## src/rtl/ipf_lcu_feeder.sv

```systemverilog
// rtl/ipf_lcu_feeder.sv - streams a 128x128 image LCU by LCU to the IPF with per-LCU parameter sideband
module ipf_lcu_feeder #(
  parameter int IMG_LOG2 = 7,
  parameter int PIX_W    = 8,
  parameter int PAR_W    = 24
) (
  input  logic                    clk,
  input  logic                    reset,
  input  logic                    start,
  input  logic [1:0]              cfg_lcu_size,
  output logic [2*IMG_LOG2-1:0]   img_addr,
  input  logic [PIX_W-1:0]        img_q,
  output logic [2*IMG_LOG2-9:0]   par_addr,
  input  logic [PAR_W-1:0]        par_q,
  output logic                    busy,
  output logic                    in_en,
  output logic [PIX_W-1:0]        din,
  output logic [IMG_LOG2-5:0]     lcu_x,
  output logic [IMG_LOG2-5:0]     lcu_y,
  output logic [1:0]              lcu_size,
  output logic [1:0]              ipf_type,
  output logic [4:0]              ipf_band_pos,
  output logic                    ipf_wo_class,
  output logic [15:0]             ipf_offset,
  output logic                    done
);

  localparam int CW = IMG_LOG2 - 1;
  localparam int LW = IMG_LOG2 - 4;
  localparam int PW = 2 * LW;
  localparam logic [CW:0] S_ONE = {{CW{1'b0}}, 1'b1};
  localparam logic [LW:0] L_ONE = {{LW{1'b0}}, 1'b1};
  localparam logic [PW:0] N_ONE = {{PW{1'b0}}, 1'b1};
  localparam logic [PW:0] N_TWO = {{(PW-1){1'b0}}, 2'b10};

  typedef enum logic [1:0] {IDLE, PFETCH, STREAM, DRAIN} state_e;

  state_e           state_q, state_d;
  logic             drain_q, drain_d;
  logic [1:0]       size_q, size_d;
  logic [CW-1:0]    col_q, col_d, row_q, row_d;
  logic [LW-1:0]    lx_q, lx_d, ly_q, ly_d;
  logic [PW-1:0]    par_addr_q, par_addr_d;
  logic [PAR_W-1:0] shadow_q;
  logic             issue, lcu_first, issue_q, lcu_first_q;
  logic             in_en_q, done_q, done_d;
  logic [PIX_W-1:0] din_q;
  logic [LW-1:0]    lcu_x_q, lcu_y_q;
  logic [1:0]       type_q;
  logic [4:0]       band_q;
  logic             wo_q;
  logic [15:0]      off_q;

  logic [2:0]          s_log2, l_log2;
  logic [CW-1:0]       smax;
  logic [LW-1:0]       lmax;
  logic [PW-1:0]       cur_idx;
  logic [PW:0]         nlcu, next_pf;
  logic [IMG_LOG2-1:0] prow, pcol;
  logic                col_end, row_end, lx_end, ly_end, last_pix;

  always_comb begin
    s_log2   = 3'd4 + {1'b0, size_q};
    l_log2   = 3'(IMG_LOG2) - s_log2;
    smax     = CW'((S_ONE << s_log2) - S_ONE);
    lmax     = LW'((L_ONE << l_log2) - L_ONE);
    nlcu     = N_ONE << {l_log2, 1'b0};
    cur_idx  = (PW'(ly_q) << l_log2) | PW'(lx_q);
    next_pf  = {1'b0, cur_idx} + N_TWO;
    col_end  = (col_q == smax);
    row_end  = (row_q == smax);
    lx_end   = (lx_q == lmax);
    ly_end   = (ly_q == lmax);
    last_pix = col_end && row_end && lx_end && ly_end;
    prow     = (IMG_LOG2'(ly_q) << s_log2) | IMG_LOG2'(row_q);
    pcol     = (IMG_LOG2'(lx_q) << s_log2) | IMG_LOG2'(col_q);
  end

  // par_addr idles at 0 so the first LCU's word is already on par_q during PFETCH.
  always_comb begin
    state_d    = state_q;
    drain_d    = drain_q;
    size_d     = size_q;
    col_d      = col_q;
    row_d      = row_q;
    lx_d       = lx_q;
    ly_d       = ly_q;
    par_addr_d = par_addr_q;
    done_d     = 1'b0;
    issue      = 1'b0;
    lcu_first  = 1'b0;
    case (state_q)
      IDLE: begin
        if (start) begin
          state_d = PFETCH;
          size_d  = (cfg_lcu_size == 2'd3) ? 2'd2 : cfg_lcu_size;
        end
      end
      PFETCH: begin
        issue      = 1'b1;
        lcu_first  = 1'b1;
        par_addr_d = PW'(1);
        state_d    = STREAM;
      end
      STREAM: begin
        issue     = 1'b1;
        lcu_first = (col_q == '0) && (row_q == '0);
        if (last_pix) begin
          state_d    = DRAIN;
          drain_d    = 1'b0;
          par_addr_d = '0;
        end else if (col_end && row_end && (next_pf < nlcu)) begin
          par_addr_d = next_pf[PW-1:0];
        end
      end
      DRAIN: begin
        drain_d = 1'b1;
        if (drain_q) begin
          state_d = IDLE;
          done_d  = 1'b1;
        end
      end
      default: state_d = IDLE;
    endcase
    if (issue) begin
      col_d = col_q + CW'(1);
      if (col_end) begin
        col_d = '0;
        row_d = row_q + CW'(1);
        if (row_end) begin
          row_d = '0;
          lx_d  = lx_q + LW'(1);
          if (lx_end) begin
            lx_d = '0;
            ly_d = ly_end ? '0 : ly_q + LW'(1);
          end
        end
      end
    end
  end

  // Sideband loads one cycle after an LCU's first address, aligning with that pixel on din.
  always_ff @(posedge clk or negedge reset) begin
    if (!reset) begin
      state_q     <= IDLE;
      drain_q     <= 1'b0;
      size_q      <= 2'd0;
      col_q       <= '0;
      row_q       <= '0;
      lx_q        <= '0;
      ly_q        <= '0;
      par_addr_q  <= '0;
      shadow_q    <= '0;
      issue_q     <= 1'b0;
      lcu_first_q <= 1'b0;
      in_en_q     <= 1'b0;
      done_q      <= 1'b0;
      din_q       <= '0;
      lcu_x_q     <= '0;
      lcu_y_q     <= '0;
      type_q      <= 2'd0;
      band_q      <= 5'd0;
      wo_q        <= 1'b0;
      off_q       <= 16'd0;
    end else begin
      state_q     <= state_d;
      drain_q     <= drain_d;
      size_q      <= size_d;
      col_q       <= col_d;
      row_q       <= row_d;
      lx_q        <= lx_d;
      ly_q        <= ly_d;
      par_addr_q  <= par_addr_d;
      shadow_q    <= par_q;
      issue_q     <= issue;
      lcu_first_q <= lcu_first;
      in_en_q     <= issue_q;
      done_q      <= done_d;
      din_q       <= img_q;
      if (lcu_first_q) begin
        lcu_x_q <= lx_q;
        lcu_y_q <= ly_q;
        type_q  <= shadow_q[PAR_W-1 -: 2];
        band_q  <= shadow_q[PAR_W-3 -: 5];
        wo_q    <= shadow_q[PAR_W-8];
        off_q   <= shadow_q[PAR_W-9 -: 16];
      end
    end
  end

  assign img_addr     = {prow, pcol};
  assign par_addr     = par_addr_q;
  assign busy         = (state_q != IDLE) || done_q;
  assign in_en        = in_en_q;
  assign din          = din_q;
  assign lcu_x        = lcu_x_q;
  assign lcu_y        = lcu_y_q;
  assign lcu_size     = size_q;
  assign ipf_type     = type_q;
  assign ipf_band_pos = band_q;
  assign ipf_wo_class = wo_q;
  assign ipf_offset   = off_q;
  assign done         = done_q;

endmodule
```

## config.mk

```make
export PLATFORM = sky130hd
export DESIGN_NAME = ipf_lcu_feeder
export DESIGN_NICKNAME = d
export VERILOG_FILES = /design/src/rtl/ipf_lcu_feeder.sv
export SDC_FILE = /design/constraint.sdc
export NUM_CORES = 1
export LEC_CHECK = 0
export CAP_MARGIN = 20
export CORE_MARGIN = 8
export CORE_UTILIZATION = 40
export DETAILED_ROUTE_END_ITERATION = 12
export PLACE_DENSITY_LB_ADDON = 0.15
export RECOVER_POWER = 50
export SLEW_MARGIN = 30
export SYNTH_ARGS = -nofsm -noshare
export SYNTH_HDL_FRONTEND = slang
export SYNTH_SLANG_ARGS = --single-unit
```

## constraint.sdc

```tcl
create_clock -name clk -period 4.4 [get_ports clk]
set_input_delay 0.88 -clock clk [delete_from_list [all_inputs] [get_ports clk]]
set_output_delay 0.88 -clock clk [all_outputs]
set_load 0.005 [all_outputs]
```

# --- Word-level counts from Yosys, hierarchy flattened ---
# Cells that the tools add are included.
totals:
  reg_bits: 95
  out_inout_bits: 63
classes:
  addsub: 9
  magnitude_cmp: 1
  eq_ne: 12
  shift: 6
  mux: 18
  bitwise: 3
  reduce_logical: 20
op_table:
  columns: ["operator", "n"]
  rows:
  - ["two-way mux 6 bit", 4]
  - ["OR 7 x 6 -> 7 bit", 2]
  - ["<< shifter 3 x 3 -> 7 bit", 2]
  - ["adder 6 x 1 -> 6 bit, second input constant", 2]
  - ["equality test 6 bit", 2]
  - ["zero test 6 bit", 2]
  - ["one-hot mux 6 bit (2 select lines)", 1]
  - ["two-way mux 2 bit", 4]
  - ["one-hot mux 2 bit (4 select lines)", 1]
  - ["AND reduction 2 bit", 4]
  - ["adder 6 x 2 -> 7 bit, second input constant", 1]
  - ["less-than comparator 7 bit", 1]
  - ["<< shifter 1 x 4 -> 7 bit, first input constant", 1]
  - ["adder 3 x 1 -> 3 bit, second input constant", 2]
  - ["equality test 2 bit, second input constant", 3]
  - ["equality test 3 bit", 2]
  - ["two-way mux 3 bit", 2]
  - ["inequality test 2 bit, second input constant", 3]
  - ["OR 6 x 3 -> 6 bit", 1]
  - ["AND reduction 3 bit", 2]
  - ["nonzero test 2 bit", 3]
  - ["<< shifter 1 x 3 -> 6 bit, first input constant", 1]
  - ["<< shifter 3 x 3 -> 6 bit", 1]
  - ["subtractor 6 x 1 -> 6 bit, second input constant", 1]
  - ["13 further kinds", 21]

# --- Logic depth before layout (Yosys ltp) ---
depth:
  depth_word: 10
  mapped_depth: 13
  ltp_nobuf: 12

# --- Worst setup path before layout ---
# No wires, ideal clock.
synth_timing:
  path_kind: "register to register"
  startpoint: "register size_q[0], in the netlist lcu_size[0]"
  endpoint: "register par_addr_q[1], in the netlist par_addr[1]"
  setup_ps: 121
  arrival_ps: 3389
  setup_slack_ps: 890
  path_stages_with_launch: 14
  path_buffers: 1
  period_less_slack_ps: 3510
  path_cell_list: "dfrtp_1 -> buf_6 -> mux2_4 -> a21oi_1 -> clkinv_1 -> and4b_1 -> a2111oi_0 -> o31ai_1 -> ha_1 -> o311ai_0 -> a21oi_1 -> a311o_1 -> a311o_1 -> a22o_1"
synth_via:
  elab_chain_cells: 9
synth_lines:
  columns: ["element", "line", "source"]
  rows:
  - ["from (decl)", "40", "logic [1:0] size_q, size_d;"]
  - ["from (signal assigned)", "168", "size_q <= size_d;"]
  - ["adder 3 x 2 -> 3 bit *", "63", "s_log2 = 3'd4 + {1'b0, size_q};"]
  - ["subtractor 3 bit / << shifter 1 x 3 -> 6 bit (equally long branches)", "64, 65", null]
  - ["<< shifter 3 x 3 -> 6 bit (tied with other cells)", "68", "cur_idx = (PW'(ly_q) << l_log2) | PW'(lx_q);"]
  - ["OR 6 x 3 -> 6 bit (tied with other cells)", "68", null]
  - ["adder 6 x 2 -> 7 bit (tied with other cells)", "69", "next_pf = {1'b0, cur_idx} + N_TWO;"]
  - ["less-than comparator 7 bit / logical AND 1 bit (equally long branches)", "112, 74", null]
  - ["logical AND 1 bit (on tied branches)", "112, 74", null]
  - ["inequality test 3 bit (no line) / two-way mux 6 bit (equally long branches)", null, null]
  - ["AND reduction 2 bit (no line) / one-hot mux 6 bit (2 select lines) (equally long branches)", null, null]
  - ["to (signal assigned)", "173", "par_addr_q <= par_addr_d;"]
  - ["to (decl)", "43", "logic [PW-1:0] par_addr_q, par_addr_d;"]
# Every way passes the cells marked *; elsewhere a longest branch is shown, timed or not. The select of a mux whose other input is x is not followed.
# A chain may end at the register's enable or synchronous reset.

# --- Worst setup path after layout ---
layout_timing:
  startpoint: "register size_q[0], in the netlist lcu_size[0]"
  endpoint: "register par_addr_q[3], in the netlist par_addr[3]"
# Same word-level chain as after synthesis.

==> results.yml <==
run_status:
  status: "finished, violations left"
  violations: "max-capacitance violations, max-slew violations"
cts:
  numClockSinks: 95
  cts_tree: "built"
  path_clk_slew_ns: 0.10
  cts-resized-gates: 0
  ctsHoldBuffers: 0
  cts_root_buffer: "clkbuf_8"
  post-cts-setup-buffer-count: 0
  cts_buffers: 9
  cts-htree-levels: 3
  clk_latency_ns: 0.35
  cts_buffer_depth: 2
sta:
  finalSetupTns_ns: 0
  grt_setup_unrepaired: "false"
  finalSetupViolations: 0
  slew_viol_final: 28
  hold_viol: 0
  worst_pin_slew_ns: 1.51
  min_period_ns: 3.71
  max_freq_mhz: 269
  slew_headroom_pct: -0.891
  fin_skew_ns: 0.0126
  post-route-period-util_pct: 84.4
  holdWs_ns: 0.356
yosys:
  ys.flop_type: "dfrtp_1"
  synth_edf_count: 0
  synth_cells: 356
  ys_types: 56
  syn-cell-area_um2: 4230
  ys.warnings.count: 0
  postSynthNetCount: 407
  syn_area_per_cell_um2: 11.9
  ys_seq_area_share_pct: 56.2
  synth_seq_cells: 95
  async_flop_share_pct: 100
global_route:
  grt_max_degree: 70
  first_global_vias: 3130
  gr-total-overflow: 0
  grt_pass1_wl_mm: 16.8
  antenna_found_initial: 0
  grt_util_all_layers_pct: 14.7
route:
  drc: 0
  vias: 3022
  wl_mm: 10.1
  viasPerCell: 5.12
  ant_nets: 0
  first_pass_iters: 4
  drt_iter0_drc: 173
  wl_per_cell_um: 17.2
setup_path:
  critPathCaptureType: "flop"
  timing.rr.start: "lcu_size[0]"
  critPathRequiredTime_ns: 4.63
  cp.arrival_ns: 3.95
  critPathLaunch: "lcu_size[0]"
  rrSetupSlack_ns: 0.69
  worstPathMaxFanout: 8
  path_class: "reg -> reg"
  cp-start-kind: "flop"
place:
  portBuffers: 99
  gp_congestion: 0.918
  place_inst: 574
  hpwl_mm: 7.29
layout:
  antennaDiodeCount: 0
  fin_cells: 590
  layout-drive-gt1-share_pct: 13.7
  syn_to_final_growth_pct: 32.2
  fin_util_pct: 54.4
  final_nets: 501
min_path:
  min_from: "issue_q"
  worstHoldPathType: "reg -> reg"
floorplanning:
  die_h_um: 119
  core_um2: 10300
  fp.dieW_um: 119
  rows: 37
  dieArea_um2: 14100
  ioPinCount: 100
  initial_core_util_pct: 41.1
pwr:
  ir_drop_uv: 171
  power.density_nw_per_um2: 311
  p_total_mw: 1.74
  leakagePower_nw: 2.41
job:
  cap_violations: 1
-- layout make-up --
| class | instances | area, µm² |
|---|---|---|
| inverters | 18 | 67.6 |
| fillers | 918 | 4690 |
| clock inverters | 6 | 140 |
| flip-flops and latches | 95 | 2380 |
| multi-input cells | 219 | 1650 |
| repair buffers | 107 | 1060 |
| clock buffers | 9 | 124 |
| well taps | 136 | 170 |
-- placed cells by master (no fill, tap or decap), drive strengths merged, types with 2 or more instances in the layout --
cell type	count
and4b	2
or2	3
nor3	5
a22o	6
nand2b	10
a31oi	5
dfrtp	95
clkbuf	11
o22ai	4
nor2	12
or3b	2
inv	19
a21oi	9
mux2i	6
xnor2	5
a21o	4
xor2	2
or3	2
and2	3
and3	3
ha	14
and4	2
a21boi	2
nand3	10
nor2b	4
o21ai	19
a311o	2
nand2	19
or4	2
mux2	32
nand4	6
bufinv	4
o31ai	4
clkdlybuf4s50	66
buf	7
dlygate4sd3	32
o21bai	3
-- state kept, by name (all words and copies together) (netlist names), 3 cells and up --
| signal | cells |
|---|---|
| lcu_y | 3 |
| din | 8 |
| par_addr | 6 |
| col_q | 6 |
| row_q | 6 |
| ipf_band_pos | 5 |
| ipf_offset | 16 |
| lx_q | 3 |
| ly_q | 3 |
| shadow_q | 24 |
| lcu_x | 3 |
-- metrics by stage --
step | cell area, µm² | setup WS (ns)
2_1_floorplan | 4230 | 0.890
4_1_cts | 5570 | 0.712
3_3_place_gp | 5300 | 0.828
3_5_place_dp | 5300 | 0.743
5_1_grt | 5590 | 0.485
6_report | 5590 | 0.688
-- worst paths after layout --
kind | to | depth (start not counted)
worst min register to register | in_en | 0
worst min-delay path | in_en | 0
worst max-delay path | par_addr[3] | 12
min in group asynchronous | shadow_q[19] | 1
worst max register to register | par_addr[3] | 12
max in group asynchronous | lcu_size[1] | 2
-- synthesized netlist by cell type (5+ instances only) --
library cell,count,area [µm²]
nor2_1,12,45.0
a31oi_1,5,31.3
a22o_1,6,52.6
buf_4,9,67.6
nand2b_1,10,62.6
nand3_1,10,50.1
nor3_1,5,25.0
dfrtp_1,95,2380
clkbuf_1,11,41.3
mux2i_1,6,60.1
inv_1,17,63.8
mux2_2,31,349
nand2_1,19,71.3
ha_1,14,175
o21ai_0,19,95.1
a21oi_1,9,45.0
nand4_1,6,37.5
xnor2_1,5,43.8
-- critical path, stage by stage (launching register included) --
cell       delay (ns)
dfrtp_1          0.40
mux2_4           0.32
a21oi_1          0.25
clkinv_1         0.25
and4b_1          0.26
a2111oi_0        0.39
o31ai_1          0.17
ha_1             0.33
o311ai_0         0.10
a21oi_1          0.08
a311o_1          0.39
a311o_1          0.44
a22o_1           0.25
-- layer usage --
layer,vias up,GRT usage (%),routed length (µm)
met5,-,0,0
li1,1440,-,-
met2,100,23.0,4720
met3,5,5.57,716
met1,1477,18.9,4620
met4,0,3.64,76
-- cell families after synthesis --
logic type / synth area share [%]
adders and majority gates: 4.14
xor gates and xnor gates: 1.45
and+or+nand+nor: 11.8
buffers and inverters: 4.80
muxes: 10.0
AOI/OAI and AO/OA: 11.5
DFF: 56.2
-- report_power, final --
part / total (mW) / switching [mW] / internal (mW)
sequential: 0.907 / 0.00868 / 0.898
combinational: 0.0899 / 0.0329 / 0.0570
clock: 0.741 / 0.303 / 0.438
No activity file was read; power rests on OpenSTA's default activity.
